[src/rtl/pbit_sampler_if.sv]
// Probability request channel between the p-bit sampler and the sigmoid stage.
// The sampler is the master: it names the p-bit, the sigmoid stage answers.
interface pbit_sampler_if #(
    parameter int IDX_W = 4
);
    logic             prob_req;
    logic [IDX_W-1:0] idx;
    logic [15:0]      prob_in;
    logic             prob_valid;

    modport master (output prob_req, idx, input prob_in, prob_valid);
    modport slave  (input prob_req, idx, output prob_in, prob_valid);
endinterface

[src/rtl/pbit_sampler.sv]
// Sequential p-bit update engine: walks every p-bit once per sweep and draws a
// new spin by comparing the sigmoid probability against a Galois LFSR sample.
module pbit_sampler #(
    parameter int          N_PBIT    = 16,
    parameter int          IDX_W     = 4,
    parameter logic [15:0] LFSR_SEED = 16'hACE1
) (
    input  logic                clk,
    input  logic                rst_n,
    input  logic                start,
    input  logic                stop,
    input  logic [15:0]         sweeps,
    pbit_sampler_if.master      bus,
    output logic [N_PBIT-1:0]   spins,
    output logic                busy,
    output logic                done,
    output logic [15:0]         sweep_cnt,
    output logic [15:0]         flip_cnt
);
    // An all-zero LFSR would lock up, so a zero seed is promoted to 1.
    localparam logic [15:0]      SEED     = (LFSR_SEED == 16'h0000) ? 16'h0001 : LFSR_SEED;
    localparam logic [IDX_W-1:0] LAST_IDX = IDX_W'(N_PBIT - 1);

    typedef enum logic [1:0] {IDLE, RUN, DONE} state_t;

    state_t           state;
    logic [15:0]      lfsr;
    logic [15:0]      sweeps_q;
    logic [IDX_W-1:0] idx_q;
    logic             req_q;

    logic             new_spin;
    logic             flip;
    logic [15:0]      lfsr_nxt;
    logic [15:0]      sweep_nxt;

    assign new_spin  = (lfsr <= bus.prob_in);
    assign flip      = new_spin ^ spins[idx_q];
    assign lfsr_nxt  = (lfsr >> 1) ^ (lfsr[0] ? 16'hB400 : 16'h0000);
    assign sweep_nxt = sweep_cnt + 16'd1;

    assign bus.prob_req = req_q;
    assign bus.idx      = idx_q;

    always_ff @(posedge clk or negedge rst_n) begin
        if (!rst_n) begin
            state     <= IDLE;
            spins     <= '0;
            idx_q     <= '0;
            req_q     <= 1'b0;
            busy      <= 1'b0;
            done      <= 1'b0;
            sweep_cnt <= '0;
            flip_cnt  <= '0;
            sweeps_q  <= '0;
            lfsr      <= SEED;
        end else begin
            done <= 1'b0;
            case (state)
                IDLE: begin
                    // Spins are deliberately kept so a new run warm-starts.
                    if (start) begin
                        state     <= RUN;
                        req_q     <= 1'b1;
                        busy      <= 1'b1;
                        idx_q     <= '0;
                        sweep_cnt <= '0;
                        flip_cnt  <= '0;
                        sweeps_q  <= sweeps;
                    end
                end
                RUN: begin
                    if (stop) begin
                        state <= DONE;
                        req_q <= 1'b0;
                        busy  <= 1'b0;
                        done  <= 1'b1;
                    end else if (bus.prob_valid) begin
                        spins[idx_q] <= new_spin;
                        lfsr         <= lfsr_nxt;
                        if (flip && flip_cnt != 16'hFFFF)
                            flip_cnt <= flip_cnt + 16'd1;
                        if (idx_q == LAST_IDX) begin
                            idx_q     <= '0;
                            sweep_cnt <= sweep_nxt;
                            // sweeps == 0 free-runs; sweep_cnt then wraps silently.
                            if (sweeps_q != 16'd0 && sweep_nxt == sweeps_q) begin
                                state <= DONE;
                                req_q <= 1'b0;
                                busy  <= 1'b0;
                                done  <= 1'b1;
                            end
                        end else begin
                            idx_q <= idx_q + 1'b1;
                        end
                    end
                end
                DONE: state <= IDLE;
                default: state <= IDLE;
            endcase
        end
    end
endmodule

[src/flat_wrapper.sv]
// flat-port wrapper written by rule: the top's interface ports become plain ports
module pbit_sampler_flat 
#(
    parameter int          N_PBIT    = 16,
    parameter int          IDX_W     = 4,
    parameter logic [15:0] LFSR_SEED = 16'hACE1
)
  (clk, rst_n, start, stop, sweeps, spins, busy, done, sweep_cnt, flip_cnt, bus_prob_req, bus_idx, bus_prob_in, bus_prob_valid);
  pbit_sampler_if #(.IDX_W(IDX_W)) bus_i ();
  input  logic clk;
  input  logic rst_n;
  input  logic start;
  input  logic stop;
  input  logic [15:0] sweeps;
  output logic [N_PBIT-1:0] spins;
  output logic busy;
  output logic done;
  output logic [15:0] sweep_cnt;
  output logic [15:0] flip_cnt;
  output wire logic [$bits(bus_i.prob_req)-1:0] bus_prob_req;
  output wire logic [$bits(bus_i.idx)-1:0] bus_idx;
  input wire logic [$bits(bus_i.prob_in)-1:0] bus_prob_in;
  input wire logic [$bits(bus_i.prob_valid)-1:0] bus_prob_valid;
  assign bus_prob_req = bus_i.prob_req;
  assign bus_idx = bus_i.idx;
  assign bus_i.prob_in = bus_prob_in;
  assign bus_i.prob_valid = bus_prob_valid;
  pbit_sampler #(.N_PBIT(N_PBIT), .IDX_W(IDX_W), .LFSR_SEED(LFSR_SEED)) u_core (.clk(clk), .rst_n(rst_n), .start(start), .stop(stop), .sweeps(sweeps), .bus(bus_i), .spins(spins), .busy(busy), .done(done), .sweep_cnt(sweep_cnt), .flip_cnt(flip_cnt));
endmodule
[config.mk]
export PLATFORM = sky130hd
export DESIGN_NAME = pbit_sampler_flat
export DESIGN_NICKNAME = d
export VERILOG_FILES = /design/src/rtl/pbit_sampler_if.sv /design/src/rtl/pbit_sampler.sv /design/src/flat_wrapper.sv
export SDC_FILE = /design/constraint.sdc
export NUM_CORES = 1
export LEC_CHECK = 0
export BUFFER_PORTS_ARGS = -buffer_cell sky130_fd_sc_hd__buf_2
export CAP_MARGIN = 10
export CORE_MARGIN = 2
export CORE_UTILIZATION = 50
export CTS_CLUSTER_SIZE = 16
export DETAILED_ROUTE_END_ITERATION = 8
export GPL_ROUTABILITY_DRIVEN = 0
export PLACE_DENSITY = 0.73
export SKIP_LAST_GASP = 1
export SLEW_MARGIN = 10
export SYNTH_ARGS = -nofsm -noshare
export SYNTH_HDL_FRONTEND = slang
export SYNTH_SLANG_ARGS = --single-unit
[constraint.sdc]
create_clock -name clk -period 3.87 [get_ports clk]
set_input_delay 0.387 -clock clk [delete_from_list [all_inputs] [get_ports clk]]
set_output_delay 0.387 -clock clk [all_outputs]
set_load 0.05 [all_outputs]
==> results of run 1 <==
synthesized netlist by cell type, drive strengths merged (4+ instances only):
cell type	count	area share, %
a31oi	17	2.1
dfstp	8	4.1
a21oi	36	3.5
o31ai	11	1.6
buf	11	1.1
nor3	8	0.77
xnor2	14	2.4
mux2	14	3.0
dfrtp	80	39
inv	22	1.6
nand3	16	1.5
clkbuf	22	1.6
and3	6	0.73
mux2i	10	1.9
o21ai	39	3.8
nand2b	14	1.7
nor4	5	0.73
nor2	30	2.2
xor2	8	1.4
mux4	5	2.2
a211oi	4	0.58
nand4	19	2.3
a21o	6	0.87
nand2	89	6.5
ha	22	5.3
state kept, by name, indices dropped and copies added (netlist names):
register / flops
u_core.spins: 16
u_core.flip_cnt: 16
u_core.busy: 1
u_core.state: 2
u_core.done: 1
u_core.lfsr: 16
u_core.sweep_cnt: 16
u_core.bus.idx: 4
u_core.sweeps_q: 16
power by group:
part / leakage [nW] / internal, mW / switching, mW
sequential: 1.15 / 1.13 / 0.211
combinational: 1.52 / 0.456 / 0.718
clock: 0.0927 / 0.286 / 0.319
total: 2.77 / 1.87 / 1.25
cell families after synthesis:
| group | Yosys count | synth area share, % |
|---|---|---|
| AOI/OAI and AO/OA | 137 | 16.8 |
| xor gates and xnor gates | 22 | 3.73 |
| adders and majority gates | 22 | 5.32 |
| buffers and inverters | 55 | 4.33 |
| DFF | 88 | 42.8 |
| muxes | 29 | 7.16 |
| and+or+nand+nor | 209 | 19.9 |
worst paths after layout:
path                                  start             endpoint  slack, ns
min in group clk                 sweeps[13]  u_core.sweeps_q[13]       0.21
max                         u_core.lfsr[10]  u_core.flip_cnt[11]       0.98
min reg2reg                u_core.spins[13]     u_core.spins[13]       0.50
max reg2reg                 u_core.lfsr[10]  u_core.flip_cnt[11]       0.98
min                                   rst_n       u_core.lfsr[9]       0.08
max in group asynchronous             rst_n      u_core.lfsr[15]       2.87
worst max-delay path: cells and delay by family, from the launching register on:
family | cells | cell delay [ns]
compound gates | 5 | 1.20
fa+ha+maj | 1 | 0.25
flops | 1 | 0.55
simple gates | 2 | 0.81
per-stage QoR:
step | std cells | setup WS, ns | power (mW) | utilization, % | cell area [um2]
2_1_floorplan | 562 | 1.14 | 2.22 | - | 5170
3_3_place_gp | 763 | 1.04 | 2.48 | 56.1 | 5710
3_5_place_dp | 763 | 0.933 | 2.52 | 56.1 | 5710
6_report | 779 | 0.978 | 3.12 | 57.9 | 5900
4_1_cts | 779 | 0.978 | 3.13 | 57.9 | 5900
5_1_grt | 779 | 0.700 | 3.34 | 57.9 | 5900
cell type report:
| class | instances | share of cell area, % |
|---|---|---|
| Inverter | 22 | 1.40 |
| Timing Repair Buffer | 98 | 8.66 |
| Tap cell | 136 | 2.89 |
| Sequential cell | 88 | 37.5 |
| Clock inverter | 2 | 0.212 |
| Clock buffer | 14 | 2.93 |
| Multi-Input combinational cell | 419 | 46.4 |
layer usage:
layer,global-route usage [%],vias up,wire length [um]
li1,-,2159,-
met2,38.1,107,5810
met4,7.99,0,167
met5,0,-,0
met1,30.9,2144,5650
met3,3.34,12,548
==> impl_results.md, run 1 <==
* Fmax at 0.346 GHz
* Period utilization at approximately 75%
* Ant diodes at 0
* Lkg Pwr at between 2 and 3 nW
* IO Port Bufs at a little over 90
* Commonest non-fill, non-tap cell in the layout: buf_2
* RSZ-0062 raised after global routing: false
* Post-synthesis instance area at between 5000 and 6000 um2
* Ys flop type: dfrtp_1
* Clock H-tree levels at 3
* Post-DRT Antenna Nets at 0
* I/O pin count at 92
* Critical Path Fanout Max at 22
* Initial antenna violation count at 0
* Sequential cell area at around 2200 um2
* FILL cells at slightly below 1000
* Actual slew at the worst max-slew pin at 0.838 ns
* Yosys cell types at 62
* Syn_area_per_cell at between 9 and 10 um2
* TritonCTS clock tree: built
* Critical Path, Cell by Cell: ha_1, a211oi_1, a211oi_1, nor3_1, nor4b_2, o21ai_2, a32o_1, a21o_1
* VDD IR max at ~240 uV
* EDFF count, synth at 0
* Ys async rst share at between 90% and 100%
* Layout cells sized above 1 at around a quarter
* DIE WIDTH at ~110 um
* Initial DRC Count at around 210
* Root Buffer: clkbuf_8
* Min-Delay Path Class: primary input to async pin
* GR Util All Layers at 23.0%
* CP required at between 4 and 5 ns
* Vias per Instance at 5.68
* Syn nets at 621
* Routed WL at between 10000 and 15000 um
* Setup crit end kind: register
* Global route overflow at 0
* Detailed-route wire length per cell at between 15 and 20 um
* Worst r2r path cells at 8
* CTS buffer count at 9
* Core area at slightly above 10000 um2
* Outcome: finished clean
* Vias in the first global route at ~4400
* Syn Inst Count at between 500 and 600
* Post-synthesis sequential area ratio at 42.8%
* Final max-slew violation count at 0
* CTS Buffer Depth at 2
* Most frequent cells in the layout: buf_2 (90), nand2_1 (89), dfrtp_1 (80), o21ai_0 (36), a21oi_1 (36)
* Post-CTS Setup Repair Bufs at 0
* First-pass GRT wire length at roughly 21000 um
* Initial Utilization at approximately 50%
* Critical Path Source Type: register
* Worst Path Class, Setup: register to register
* Final hold slack at 0.0830 ns
* Final setup viols at 0
* Clk_lat worst skew at roughly 0.36 ns
* Worst path max stage delay at ~0.55 ns
* Cell Rows at 37
* Clk sinks at 88
* CP dominant cell by count: a211oi_1
* Post-CTS resize count at 0
* Area growth syn-to-layout at 14.0%
* Final Skew at around 0.0092 ns
* Nets at ~700
* Yosys warns at 0
* Post-layout min period at roughly 2.9 ns
* Largest net degree at the start of global routing at 58
* Slowest cell on crit path: dfstp_2
* DIE AREA at around 11000 um2
* Multi-input logic area at ~2700 um2
* Hold buffer count at cts at 0
* # DRC at 0
* Fin. Hold Viols at 0
* Die height at approximately 110 um
* Maxcap violations at 0
* DR vias at ~4400
* Power per cell area at approximately 530 nW/um2
* Worst-path clk slew at approximately 0.08 ns
* Seq cells post-synth at 88
* Worst slew margin at 44.1%
* Worst EP arrival at between 3 and 4 ns
* Hpwl dp at 8790 um
* DRT Pass-1 Iters at 5
* Setup_tns at 0 ns
No activity file was read; power rests on OpenSTA's default activity.
==> inputs of run 2 (changes only) <==
- ABC_AREA: not set -> 1
- PLACE_DENSITY: 0.73 -> 0.75
- clock period: 3.87 -> 2.5 ns (I/O delays scaled with it)
==> impl_results.md, run 2 <==
* Outcome: finished clean
* Syn nets at 778 (+25%)
* Setup_tns at 0 ns (unchanged)
* Finished Cell Area at 6090 um2 (+3.3%)
* Yosys warns at 0 (unchanged)
* Clk sinks at 88 (unchanged)
* CP required at 2.77 ns (-1.36 ns)
* I/O pin count at 92 (unchanged)
* TritonCTS clock tree: built
* Top post-synthesis cells by area: dfrtp_1 (38%), nand2_1 (14%), inv_1 (6.3%), nor2_1 (5.8%), nand3_1 (5.3%)
* Critical Path Fanout Max at 10 (-55%)
* Synth area leader: dfrtp_1
* VDD IR max at 378 uV (+58%)
* Root Buffer: clkbuf_8
* Final setup viols at 0 (unchanged)
* Fmax at 0.456 GHz (+32%)
* Hpwl dp at 9790 um (+11%)
* Nets at 880 (+26%)
* Most frequent cell after synthesis: nand2_1
* Worst-path clk slew at 0.08 ns (about the same)
* CP dominant cell by count: a21oi_1
* GR Util All Layers at 23.6% (+0.59 points)
* Post-CTS resize count at 0 (unchanged)
* CTS buffer count at 9 (unchanged)
* Actual slew at the worst max-slew pin at 0.582 ns (-0.257 ns)
* Post-layout min period at 2.19 ns (-0.700 ns)
* Post-synthesis sequential area ratio at 42.0% (-0.76 points)
* Setup WS pre-CTS at 0.240 ns (-0.693 ns)
* Critical Path Source Type: register
* Core area at 10300 um2 (+0.91%)
* Synth top cells by count: nand2_1 (200), inv_1 (89), nor2_1 (81), dfrtp_1 (80), nand3_1 (56)
* RSZ-0062 raised after global routing: false
* Post-DRT Antenna Nets at 0 (unchanged)
* First-pass GRT wire length at 21500 um (+2.9%)
* Final worst slack at 0.309 ns (-0.670 ns)
* EDFF count, synth at 0 (unchanged)
* Family with the most delay on the worst path: compound AO/OA/AOI/OAI gates
* Yosys cell types at 38 (-39%)
* Seq cells post-synth at 88 (unchanged)
* Worst path buffer plus inverter count at 2 (+2)
* Critical Path, Cell by Cell: ha_1, a21oi_1, o21ai_0, a21oi_1, nand2_1, nand2_1, buf_4, clkinv_1, a21oi_1
* Lkg Pwr at 3.16 nW (+14%)
* Routed WL at 12900 um (+6.2%)
* Clk_lat worst skew at 0.35 ns (about the same)
* DIE WIDTH at 107 um (+0.87%)
* Ys flop type: dfrtp_1
* Final max-slew violation count at 0 (unchanged)
* Syn Inst Count at 719 (+28%)
* WL met2 at 6090 um (+4.7%)
* Worst Path Class, Setup: register to register
* IO Port Bufs at 91 (unchanged)
* Largest net degree at the start of global routing at 47 (-19%)
* Setup crit end kind: register
* Fin. Hold Viols at 0 (unchanged)
* Worst EP arrival at 2.47 ns (-0.68 ns)
* Ant diodes at 0 (unchanged)
* Ys async rst share at 100% (unchanged)
* Syn_area_per_cell at 7.32 um2 (-20%)
* Cell Rows at 37 (unchanged)
* Slowest cell on crit path: dfstp_2
* Metal-1 WL at 5620 um (-0.46%)
* Final Skew at 0.00835 ns (-0.000804 ns)
* CTS Buffer Depth at 2 (unchanged)
* Wire length on met3 at 1010 um (+85%)
* Power per cell area at 921 nW/um2 (+74%)
* Area growth syn-to-layout at 15.7%
* Min-Delay Path Class: primary input to register
* Vias per Instance at 5.21 (-8.2%)
* Initial Utilization at 51.2% (+0.46 points)
* Max Used Layer: met4
* Post-synthesis instance area at 5270 um2 (+1.8%)
* Worst path max stage delay at 0.55 ns (about the same)
* Layout cells sized above 1 at 17.4% (-5.9 points)
* DRT Pass-1 Iters at 5 (unchanged)
* Maxcap violations at 0 (unchanged)
* Initial DRC Count at 297 (+39%)
* Period utilization at 87.6% (+13 points)
* Commonest non-fill, non-tap cell in the layout: nand2_1
* Vias in the first global route at 4725 (+7.3%)
* Initial antenna violation count at 0 (unchanged)
* Worst slew margin at 61.0% (+17 points)
* Post-Place Cell Area at 5890 um2 (+3.1%)
* Total power at 5.61 mW (+80%)
* Most frequent cells in the layout: nand2_1 (200), buf_2 (90), inv_1 (89), nor2_1 (81), dfrtp_1 (80)
* Synth top area share at 38.0% (-0.69 points)
* Die height at 107 um (+0.87%)
* DR vias at 5015 (+13%)
* Clock H-tree levels at 3 (unchanged)
* # DRC at 0 (unchanged)
* Detailed-route wire length per cell at 13.4 um (-14%)
* DIE AREA at 11400 um2 (+1.7%)
* Global route overflow at 0 (unchanged)
==> run 2: cell types whose count changed in the layout (fill, tap and decap cells not counted), moves of 9 or more <==
cell | previous run | this run
nand3_1 | 16 | 56
a31oi_1 | 17 | 3
mux2_2 | 14 | 0
o21ai_0 | 36 | 55
nor2_1 | 29 | 81
o31ai_1 | 11 | 0
nand2b_1 | 14 | 0
xnor2_1 | 14 | 5
nand2_1 | 89 | 200
inv_1 | 22 | 89
mux2i_1 | 10 | 0
==> run 2: power by group <==
group	total, mW	leakage (nW)	switching (mW)	internal, mW
Clock	0.866	0.0817	0.475	0.390
Sequential	2.16	1.13	0.340	1.82
Combinational	2.58	1.95	1.76	0.818
==> run 2: what timing repair did <==
| item | in CTS | in global routing |
|---|---|---|
| buffers inserted | 0 | 4 |
| hold buffers | 1 | 0 |
| endpoints found under the setup margin | 0 | 14 |
| endpoints found under the hold margin | 35 | 0 |
==> run 2: final timing paths <==
| path | start | endpoint | slack (ns) | depth (start not counted) |
|---|---|---|---|---|
| worst min-delay path | sweeps[10] | u_core.sweeps_q[10] | 0.09 | 3 |
| min in group asynchronous | rst_n | u_core.sweeps_q[10] | 0.43 | 2 |
| worst max-delay path | u_core.lfsr[15] | u_core.spins[8] | 0.31 | 9 |
| worst max register to register | u_core.lfsr[15] | u_core.spins[8] | 0.31 | 9 |
| max in group asynchronous | rst_n | u_core.sweeps_q[0] | 1.41 | 3 |
| worst min register to register | u_core.lfsr[11] | u_core.lfsr[11] | 0.50 | 2 |
==> run 2: per-stage QoR <==
stage | hold WS [ns] | cells | util (%)
after floorplan | -0.0456 | 719 | -
after detailed placement | 0.286 | 941 | 57.3
after global placement | 0.277 | 941 | 57.3
after global routing | 0.0877 | 962 | 59.3
final | 0.0881 | 962 | 59.3
after CTS | 0.0737 | 958 | 59.0
==> run 2: metal layers <==
layer,vias to the layer above,track usage [%]
met2,180,38.2
met1,2282,31.9
met4,0,7.70
met5,-,0
met3,22,4.74
li1,2531,-
==> run 2: worst register-to-register path: cells and delay by family (launching register included) <==
kind | cells | cell delay, ns
buffers and inverters | 2 | 0.40
adder cells (fa/ha/maj) | 1 | 0.24
flip-flops | 1 | 0.55
AO/OA/AOI/OAI | 4 | 0.73
AND/OR/NAND/NOR | 2 | 0.18
==> run 2: cell type report <==
class / count / area [um2]
multi-input cells: 519 / 2600
fillers: 969 / 4190
well taps: 136 / 170
clock buffers: 15 / 156
clock inverters: 1 / 5.00
inverters: 96 / 365
flip-flops and latches: 88 / 2210
repair buffers: 107 / 581
==> run 2: logic make-up (layout without fill, tap and decap cells) <==
| logic type | Yosys count | after routing | synth area share, % |
|---|---|---|---|
| and+or+nand+nor | 386 | 386 | 31.9 |
| buffers and inverters | 112 | 219 | 8.60 |
| AOI/OAI and AO/OA | 100 | 100 | 9.93 |
| DFF | 88 | 88 | 42.0 |
| adders and majority gates | 22 | 22 | 5.23 |
| xor gates and xnor gates | 11 | 11 | 2.35 |
